**config.mk**
```make
export PLATFORM = sky130hd
export DESIGN_NAME = seqmul_param
export DESIGN_NICKNAME = d
export VERILOG_FILES = /design/src/rtl/seqmul_param.sv
export SDC_FILE = /design/constraint.sdc
export NUM_CORES = 1
export LEC_CHECK = 0
export CAP_MARGIN = 10
export CORE_ASPECT_RATIO = 1.2
export CORE_MARGIN = 1
export CORE_UTILIZATION = 58
export DETAILED_ROUTE_END_ITERATION = 10
export MAX_ROUTING_LAYER = met4
export PLACE_DENSITY = 0.84
export SYNTH_ARGS = -nofsm -noshare
export SYNTH_HDL_FRONTEND = slang
export SYNTH_SLANG_ARGS = --single-unit
```
**constraint.sdc**
```tcl
create_clock -name clk -period 5.3 [get_ports clk]
set_clock_uncertainty 0.05 [all_clocks]
set_input_delay 1.325 -clock clk [delete_from_list [all_inputs] [get_ports clk]]
set_output_delay 1.325 -clock clk [all_outputs]
set_load 0.005 [all_outputs]
```
**src/rtl/seqmul_param.sv**
```systemverilog
// Sequential N-bit multiplier: unsigned shift-add or signed radix-2 Booth,
// one iteration per clock behind a start/ready/done handshake.
module seqmul_param #(
  parameter int N = 4
) (
  input  logic           clk,
  input  logic           reset,
  input  logic           start,
  input  logic           signed_mode,
  input  logic [N-1:0]   Min,
  input  logic [N-1:0]   Qin,
  output logic           ready,
  output logic           busy,
  output logic           done,
  output logic [2*N-1:0] product
);

  localparam int CW = $clog2(N + 1);

  localparam logic [1:0] IDLE = 2'd0;
  localparam logic [1:0] RUN  = 2'd1;
  localparam logic [1:0] DONE = 2'd2;

  logic [1:0]    state;
  logic [N:0]    a;
  logic [N-1:0]  q;
  logic [N-1:0]  m;
  logic          q_1;
  logic          mode;
  logic [CW-1:0] count;

  logic [N:0]    a_sum;
  logic [N:0]    a_next;
  logic [N-1:0]  q_next;
  logic          q_1_next;

  // One iteration: conditional add/subtract into the accumulator, then a
  // right shift of {A,Q,Q_1}. In unsigned mode the guard bit acts as the carry.
  always_comb begin
    a_sum    = a;
    a_next   = a;
    q_next   = q;
    q_1_next = q[0];
    if (mode) begin
      case ({q[0], q_1})
        2'b01:   a_sum = a + {m[N-1], m};
        2'b10:   a_sum = a - {m[N-1], m};
        default: a_sum = a;
      endcase
      a_next = {a_sum[N], a_sum[N:1]};
    end else begin
      if (q[0])
        a_sum = {1'b0, a[N-1:0]} + {1'b0, m};
      else
        a_sum = {1'b0, a[N-1:0]};
      a_next = {1'b0, a_sum[N:1]};
    end
    q_next = {a_sum[0], q[N-1:1]};
  end

  // Control and datapath registers; product only moves on entering DONE.
  always_ff @(posedge clk or negedge reset) begin
    if (!reset) begin
      state   <= IDLE;
      a       <= '0;
      q       <= '0;
      m       <= '0;
      q_1     <= 1'b0;
      mode    <= 1'b0;
      count   <= '0;
      product <= '0;
    end else begin
      case (state)
        IDLE, DONE: begin
          if (start) begin
            m     <= Min;
            q     <= Qin;
            a     <= '0;
            q_1   <= 1'b0;
            mode  <= signed_mode;
            count <= CW'(N);
            state <= RUN;
          end else begin
            state <= IDLE;
          end
        end
        RUN: begin
          a     <= a_next;
          q     <= q_next;
          q_1   <= q_1_next;
          count <= count - CW'(1);
          if (count == CW'(1)) begin
            state   <= DONE;
            product <= {a_next[N-1:0], q_next};
          end
        end
        default: state <= IDLE;
      endcase
    end
  end

  assign ready = (state == IDLE) || (state == DONE);
  assign busy  = (state == RUN);
  assign done  = (state == DONE);

endmodule

```
== Yosys cells after proc, flatten, opt, wreduce, memory -nomap -nowiden ==
Index checks and enable logic that the tools add are counted.

* Bits in registers: 28
* Input bits: 12
* Output and inout port bits: 11
* Logic and storage cells: 41

* $add $sub $neg: 4
* Eq/ne operators: 7
* Mux-type cells: 15
* Reduce and logical (&&, ||, !) cells: 7

{| class="wikitable"
|+ Operators with widths
! operator !! count
|-
| one-hot mux 5 bit (2 select lines) || 2
|-
| two-way mux 5 bit || 3
|-
| one-hot mux 4 bit (2 select lines) || 1
|-
| one-hot mux 3 bit (2 select lines) || 1
|-
| AND reduction 2 bit || 3
|-
| adder 4 x 4 -> 5 bit || 1
|-
| adder 5 bit || 1
|-
| subtractor 5 bit || 1
|-
| equality test 2 x 1 -> 1 bit (second input constant) || 2
|-
| equality test 2 bit (second input constant) || 2
|-
| two-way mux 4 bit || 1
|-
| one-hot mux 2 bit (2 select lines) || 1
|-
| equality test 3 x 1 -> 1 bit (second input constant) || 1
|-
| two-way mux 1 bit || 3
|-
| two-way mux 3 bit || 1
|-
| subtractor 3 x 1 -> 3 bit (second input constant) || 1
|-
| zero test 2 bit || 1
|-
| two-way mux 2 bit || 1
|-
| inequality test 2 x 1 -> 1 bit (second input constant) || 1
|-
| inequality test 2 bit (second input constant) || 1
|-
| one-hot mux 1 bit (2 select lines) || 1
|-
| nonzero test 2 bit || 1
|-
| OR reduction 2 bit || 1
|-
| logical OR 1 bit || 1
|}

== Logic depth before layout (Yosys ltp) ==
Gate-level depths: netlist of the first run.

* Depth after elaboration: 4
* Mapped depth: 10

== Worst setup path before layout of the first run ==
No wires, ideal clock.

* Path type: register to register
* From: reg q[0]
* To: reg a[3]
* Library setup time: 137 ps
* Arrival time: 2,343 ps
* Data required time: 5,113 ps
* Setup slack: 2,771 ps
* Stages on the path, launching flop included: 9
* Buffers on the path: 0
* Cells stage by stage: dfrtp_1 ha_1 mux2_2 fa_1 nand2b_1 a21oi_1 nor3b_1 nor4_2 a21oi_1

* Word-level cells in the longest chain between the ends: 4
* Elaborated cells on any way between the ends: 6

{| class="wikitable"
|+ Ends and longest elaborated chain
! what !! RTL line !! RTL
|-
| from (decl) || 26 || <nowiki>logic [N-1:0] q;</nowiki>
|-
| from (signal assigned) || 77 || <nowiki>q <= Qin;</nowiki>
|-
| from (signal assigned) || 89 || <nowiki>q <= q_next;</nowiki>
|-
| equality test 2 bit or equality test 2 x 1 -> 1 bit (tied branches) || 45 || <nowiki>case ({q[0], q_1})</nowiki>
|-
| one-hot mux 5 bit (2 select lines) || 45 ||
|-
| two-way mux 5 bit * || 44 || <nowiki>if (mode) begin</nowiki>
|-
| one-hot mux 5 bit (2 select lines) * || 73 || <nowiki>case (state)</nowiki>
|-
| to (signal assigned) || 88 || <nowiki>a <= a_next;</nowiki>
|-
| to (decl) || 25 || <nowiki>logic [N:0] a;</nowiki>
|}

Every way passes the cells marked *; elsewhere a longest branch is shown, timed or not.
A chain may end at the register's enable or synchronous reset.

== Worst setup path in the final report of the first run ==
* From: reg state[1]
* To: out busy

* Word-level cells in the longest chain between the ends: 1

{| class="wikitable"
|+ Ends and longest elaborated chain
! what !! RTL line !! RTL
|-
| from (decl) || 24 || <nowiki>logic [1:0] state;</nowiki>
|-
| from (signal assigned) || 64 || <nowiki>state <= IDLE;</nowiki>
|-
| from (signal assigned) || 82 || <nowiki>state <= RUN;</nowiki>
|-
| from (signal assigned) || 84 || <nowiki>state <= IDLE;</nowiki>
|-
| equality test 2 x 1 -> 1 bit || 103 || <nowiki>assign busy = (state == RUN);</nowiki>
|-
| to (decl) || 13 || <nowiki>output logic busy,</nowiki>
|}

Every way passes these cells.

==> results of run 1 <==
power breakdown:
part | switching, mW | leakage, nW | internal [mW] | total [mW]
Sequential | 0.109 | 0.339 | 0.319 | 0.427
Clock | 0.0603 | 0.0279 | 0.0766 | 0.137
Combinational | 0.488 | 0.541 | 0.415 | 0.903
flip-flops by register name (all words and copies together), names as in the netlist:
signal and count:
a 5, q_1 1, count 3, q 4, m 4, mode 1, product 8, state 2
path summary, 6_finish.rpt:
path | start | to | slack [ps]
max | state[1] | busy | 1990
min | product[1] | product[1] | 440
max reg2reg | q[0] | a[3] | 2280
min reg2reg | product[1] | product[1] | 440
max in group asynchronous | reset | a[3] | 3660
min in group asynchronous | reset | m[3] | 1290
cell usage after synthesis (all sizes together), types with 2 or more instances:
master,n,area [µm²]
nand2,41,156
nor2b,7,51.3
ha,12,150
a21oi,6,30.0
fa,2,40.0
clkbuf,3,11.3
xnor2,3,26.3
mux2,2,22.5
nand2b,4,25.0
mux2i,2,20.0
a22o,3,26.3
a2111oi,2,17.5
inv,13,48.8
a21o,2,15.0
o21ai,18,97.6
a31oi,3,18.8
dfrtp,28,701
nor2,13,48.8
nand3,3,15.0
nor3b,2,15.0
worst max-delay path: cells and delay by family, from the launching register on:
family / cells / cell delay, ps
AND/OR/NAND/NOR: 1 / 380
buffers and inverters: 2 / 820
flip-flops: 1 / 410
layout make-up:
cell class | instances | share of cell area (%)
clock buffer | 3 | 1.13
tap | 34 | 2.14
inverter | 14 | 2.65
sequential | 28 | 35.3
clock inverter | 1 | 1.51
multi-input combinational | 142 | 45.8
timing repair buffer | 23 | 11.5
logic make-up after synthesis:
| group | Yosys count | synth area share [%] |
|---|---|---|
| simple gates | 78 | 22.1 |
| fa+ha+maj | 14 | 11.3 |
| compound gates | 42 | 16.1 |
| flops | 28 | 41.7 |
| mux | 4 | 2.53 |
| xor+xnor | 4 | 2.08 |
| buf+inv | 18 | 4.24 |
stage by stage:
stage                     util, %  worst slack (ps)  total power, mW  area (µm²)  cells
after CTS                    71.3              2020             1.46        1990    245
after detailed placement     69.4              1930             1.32        1930    241
after floorplan                 -              2770             1.04        1680    188
after global routing         71.3              1870             1.59        1990    245
final                        71.3              1990             1.47        1990    245
after global placement       69.4              2150             1.24        1930    241
layer usage:
metal,track usage (%),part of all wire (%),vias to the layer above
met5,-,0,-
met4,11.9,3.1,0
met3,3.26,5.8,15
met2,50.8,51,64
met1,32.6,40,677
li1,-,-,687
==> metrics.md, run 1 <==
| Metric | Value |
|---|---|
| Status | finished, final reports clean |
| Die ar. | 3120 µm² |
| CP Cell Sequence | nand2b_1 -> inv_2 -> clkdlybuf4s50_1 |
| Vias | 1443 |
| CTS Buf Count | 3 |
| Commonest non-fill, non-tap cell in the layout | nand2_1 |
| Most frequent cells in the layout | nand2_1, dfrtp_1, clkdlybuf4s50_1, o21ai_0, nor2_1 |
| Unrepaired setup endpoints after global routing | no |
| Clk_lat worst skew | 330 ps |
| Max-slew violation count | 0 |
| TritonRoute pass-1 iters | 4 |
| Max Fclk | 0.302 GHz |
| Total grt overflow | 0 |
| Global-route wire length before repair | 6200 µm |
| Post-CTS setup buffers | 0 |
| Top Ports | 23 |
| Synth Net Count | 214 |
| Cells after Synth | 188 |
| Clock sinks | 28 |
| Final period util | 62.5% |
| Worst Path Required | 3920 ps |
| Hold slack | 439 ps |
| Vias in the first global route | 1367 |
| Port bufs | 22 |
| Layout fillers | 227 |
| #FFs+latches synth | 28 |
| CTS tree | built |
| Slowest CP cell | clkdlybuf4s50_1 |
| Avg WL per Cell | 15.7 µm |
| Hold depth | 2 |
| Worst vdd ir | 495 µV |
| H-tree Lvls | 1 |
| Post-Synthesis Cell Area | 1680 µm² |
| Setup TNS | 0 ps |
| Core area | 2790 µm² |
| R2R cell count | 8 |
| Post-Route WL | 3850 µm |
| Post-synth cell types | 44 |
| Ratio of cells with drive above 1 in the final layout | 6.64% |
| Sequential area share after synthesis | 41.7% |
| Final ANT Viol Nets | 0 |
| Asr flop ratio synth | 100% |
| Power density over the cells | 739 nW/µm² |
| Clock transition at the registers of the reported paths | 140 ps |
| Max Buffers Root-to-Sink | 2 |
| Cts hold-fix bufs | 0 |
| Top FF cell, synth | dfrtp_1 |
| Layout area overhead | 18.1% |
| Tot GR Track Use | 28.6% |
| Critical Path Source Type | flip-flop |
| EDFF count, synth | 0 |
| CTS root buf | clkbuf_4 |
| Overall die width | 51.2 µm |
| Largest net degree at the start of global routing | 29 |
| Final net count | 238 |
| Starting Density | 60.4% |
| WP data arrival | 1940 ps |
| Number of setup violations in the final report | 0 |
| Worst Tran Pin Value | 887 ps |
| Row count | 21 |
| Initial DRC Count | 92 |
| CTS resizes | 0 |
| Syn avg cell area | 8.94 µm² |
| Kind of critical path | flip-flop to output pin |
| Die Ht | 61.0 µm |
| Crit-path max FO | 15 |
| Worst min path class | flip-flop to flip-flop |
| Diode count | 0 |
| Multi-input logic area | 910 µm² |
| YS warnings | 0 |
| Vias per cell | 5.89 |
| DP HPWL | 2950 µm |
| Gp weighted congestion | 0.893 |
| Final Hold Fails | 0 |
| Max stage delay on crit path | 540 ps |
| LEAKAGE | 0.908 nW |
| Final min period | 3310 ps |
| Initial antenna violation count | 0 |
| DRC | 0 |
| Max Cap Viol | 0 |
| Reg area | 701 µm² |
| Slew HR | 40.7% |
| Critical path endpoint category | output pin |
Note: power is estimated with default switching activity, not from simulation.
==> run 2, diff against run 1 <==
--- a/config.mk
+++ b/config.mk
@@ -8,10 +8,10 @@
 export CAP_MARGIN = 10
 export CORE_ASPECT_RATIO = 1.2
 export CORE_MARGIN = 1
-export CORE_UTILIZATION = 58
+export CORE_UTILIZATION = 54
 export DETAILED_ROUTE_END_ITERATION = 10
 export MAX_ROUTING_LAYER = met4
-export PLACE_DENSITY = 0.84
+export PLACE_DENSITY = 0.79
 export SYNTH_ARGS = -nofsm -noshare
 export SYNTH_HDL_FRONTEND = slang
 export SYNTH_SLANG_ARGS = --single-unit
==> constraint.sdc (replaced) <==
create_clock -name clk -period 3.4 [get_ports clk]
set_clock_uncertainty 0.05 [all_clocks]
set_input_delay 0.85 -clock clk [delete_from_list [all_inputs] [get_ports clk]]
set_output_delay 0.85 -clock clk [all_outputs]
set_load 0.005 [all_outputs]
==> metrics.md, run 2 (same netlist as run 1, synthesis figures left out) <==
| Metric | Value |
|---|---|
| Worst min path class | flip-flop to flip-flop |
| Starting Density | 58.7% (-1.7 points) |
| Post-Route WL | 3850 µm (-0.10%) |
| Unrepaired setup endpoints after global routing | no |
| Row count | 21 (unchanged) |
| Total grt overflow | 0 (unchanged) |
| Final min period | 2870 ps |
| Max-slew violation count | 0 (unchanged) |
| LEAKAGE | 0.913 nW (+0.58%) |
| DRC | 0 (unchanged) |
| Number of setup violations in the final report | 0 (unchanged) |
| Port bufs | 22 (unchanged) |
| Post-CTS setup buffers | 0 (unchanged) |
| Ratio of cells with drive above 1 in the final layout | 7.08% (+0.44 points) |
| Initial DRC Count | 47 (-49%) |
| Fin util | 69.6% (-1.7 points) |
| Commonest non-fill, non-tap cell in the layout | nand2_1 |
| H-tree Lvls | 1 (unchanged) |
| Clk_lat worst skew | 330 ps (about the same) |
| Final Hold Fails | 0 (unchanged) |
| Final net count | 239 (+0.42%) |
| Gp weighted congestion | 0.846 (-5.2%) |
| Final period util | 84.3% |
| Max Cap Viol | 0 (unchanged) |
| Status | finished, final reports clean |
| Top Ports | 23 (unchanged) |
| Die Ht | 63.1 µm (+3.5%) |
| Critical path endpoint category | flip-flop |
| Max Buffers Root-to-Sink | 2 (unchanged) |
| DP HPWL | 2850 µm (-3.2%) |
| Setup TNS | 0 ps (unchanged) |
| Clock sinks | 28 (unchanged) |
| Layout area overhead | 18.5% |
| TritonRoute pass-1 iters | 4 (unchanged) |
| Vias in the first global route | 1439 (+5.3%) |
| CTS tree | built |
| Worst Tran Pin Value | 587 ps (-300 ps) |
| Cts hold-fix bufs | 0 (unchanged) |
| Die ar. | 3340 µm² (+7.1%) |
| WP data arrival | 3040 ps (+1100 ps) |
| Initial antenna violation count | 0 (unchanged) |
| Global-route wire length before repair | 6560 µm (+5.9%) |
| Core area | 2860 µm² (+2.8%) |
| Overall die width | 52.9 µm (+3.5%) |
| Final ANT Viol Nets | 0 (unchanged) |
| Crit-path max FO | 8 (-7) |
| Largest net degree at the start of global routing | 29 (unchanged) |
| Vias per cell | 5.61 (-4.8%) |
| Vias | 1380 (-4.4%) |
| Most frequent cells in the layout | nand2_1, dfrtp_1, clkdlybuf4s50_1, o21ai_0, nor2_1 |
| Layout fillers | 223 (-1.8%) |
| CTS root buf | clkbuf_4 |
| Power density over the cells | 1140 nW/µm² (+54%) |
| Worst Path Required | 3570 ps (-350 ps) |
| Top reg by flops | product |
| CTS Buf Count | 3 (unchanged) |
| Worst vdd ir | 777 µV (+57%) |
| Kind of critical path | flip-flop to flip-flop |
| Clock transition at the registers of the reported paths | 160 ps (+20 ps) |
| Tot GR Track Use | 27.1% (-1.4 points) |
| Critical Path Source Type | flip-flop |
| Max reg flops | 8 (unchanged) |
| Slew HR | 60.7% (+20 points) |
| Avg WL per Cell | 15.6 µm (-0.51%) |
| Diode count | 0 (unchanged) |
| Regs by FF count | product (8), a (5) |
| CTS resizes | 0 (unchanged) |
| Max Fclk | 0.349 GHz |
==> run 2: worst max-delay path, stage by stage (launching register included) <==
cell and delay, ps:
dfrtp_1 510, ha_1 310, mux2_2 400, fa_1 400
nand2b_1 170, a21oi_1 320, nor3b_1 110, nor4_2 370
a21oi_1 120
==> run 2: where the power goes <==
| part | leakage [nW] | internal [mW] | switching (mW) |
|---|---|---|---|
| registers | 0.339 | 0.496 | 0.160 |
| clock network | 0.0279 | 0.119 | 0.100 |
| logic | 0.546 | 0.649 | 0.740 |
| total | 0.913 | 1.27 | 0.999 |
==> run 2: final cells by class <==
class	instances	area (µm²)	share of cell area (%)
flip-flops and latches	28	701	35.2
multi-input cells	142	910	45.6
clock inverters	1	30.0	1.51
clock buffers	3	22.5	1.13
repair buffers	24	235	11.8
inverters	14	52.6	2.64
well taps	34	42.5	2.13
==> run 2: stage by stage <==
stage          cell area [µm²]  hold slack [ps]  total power, mW  cells  setup WS [ps]
6_report                  1990              449             2.26    246            534
5_1_grt                   1990              481             2.46    246            355
4_1_cts                   1990              448             2.26    246            546
3_5_place_dp              1940              412             2.03    242            574
3_3_place_gp              1940              408             1.96    242            717
2_1_floorplan             1680              400             1.62    188            871
==> run 2: final timing paths <==
path	endpoint	from	slack, ps	cells past startpoint
max	a[3]	q[0]	530	8
min	product[1]	product[1]	450	2
max reg2reg	a[3]	q[0]	530	8
min reg2reg	product[1]	product[1]	450	2
max in group asynchronous	product[3]	reset	2200	2
min in group asynchronous	state[1]	reset	830	2
==> run 2: layer usage <==
layer / track usage, % / up-vias / share of wire (%)
met4: 7.57 / 0 / 1.4
met5: - / - / 0
met1: 34.2 / 657 / 46
met2: 45.7 / 21 / 51
li1: - / 696 / -
met3: 2.42 / 6 / 1.8
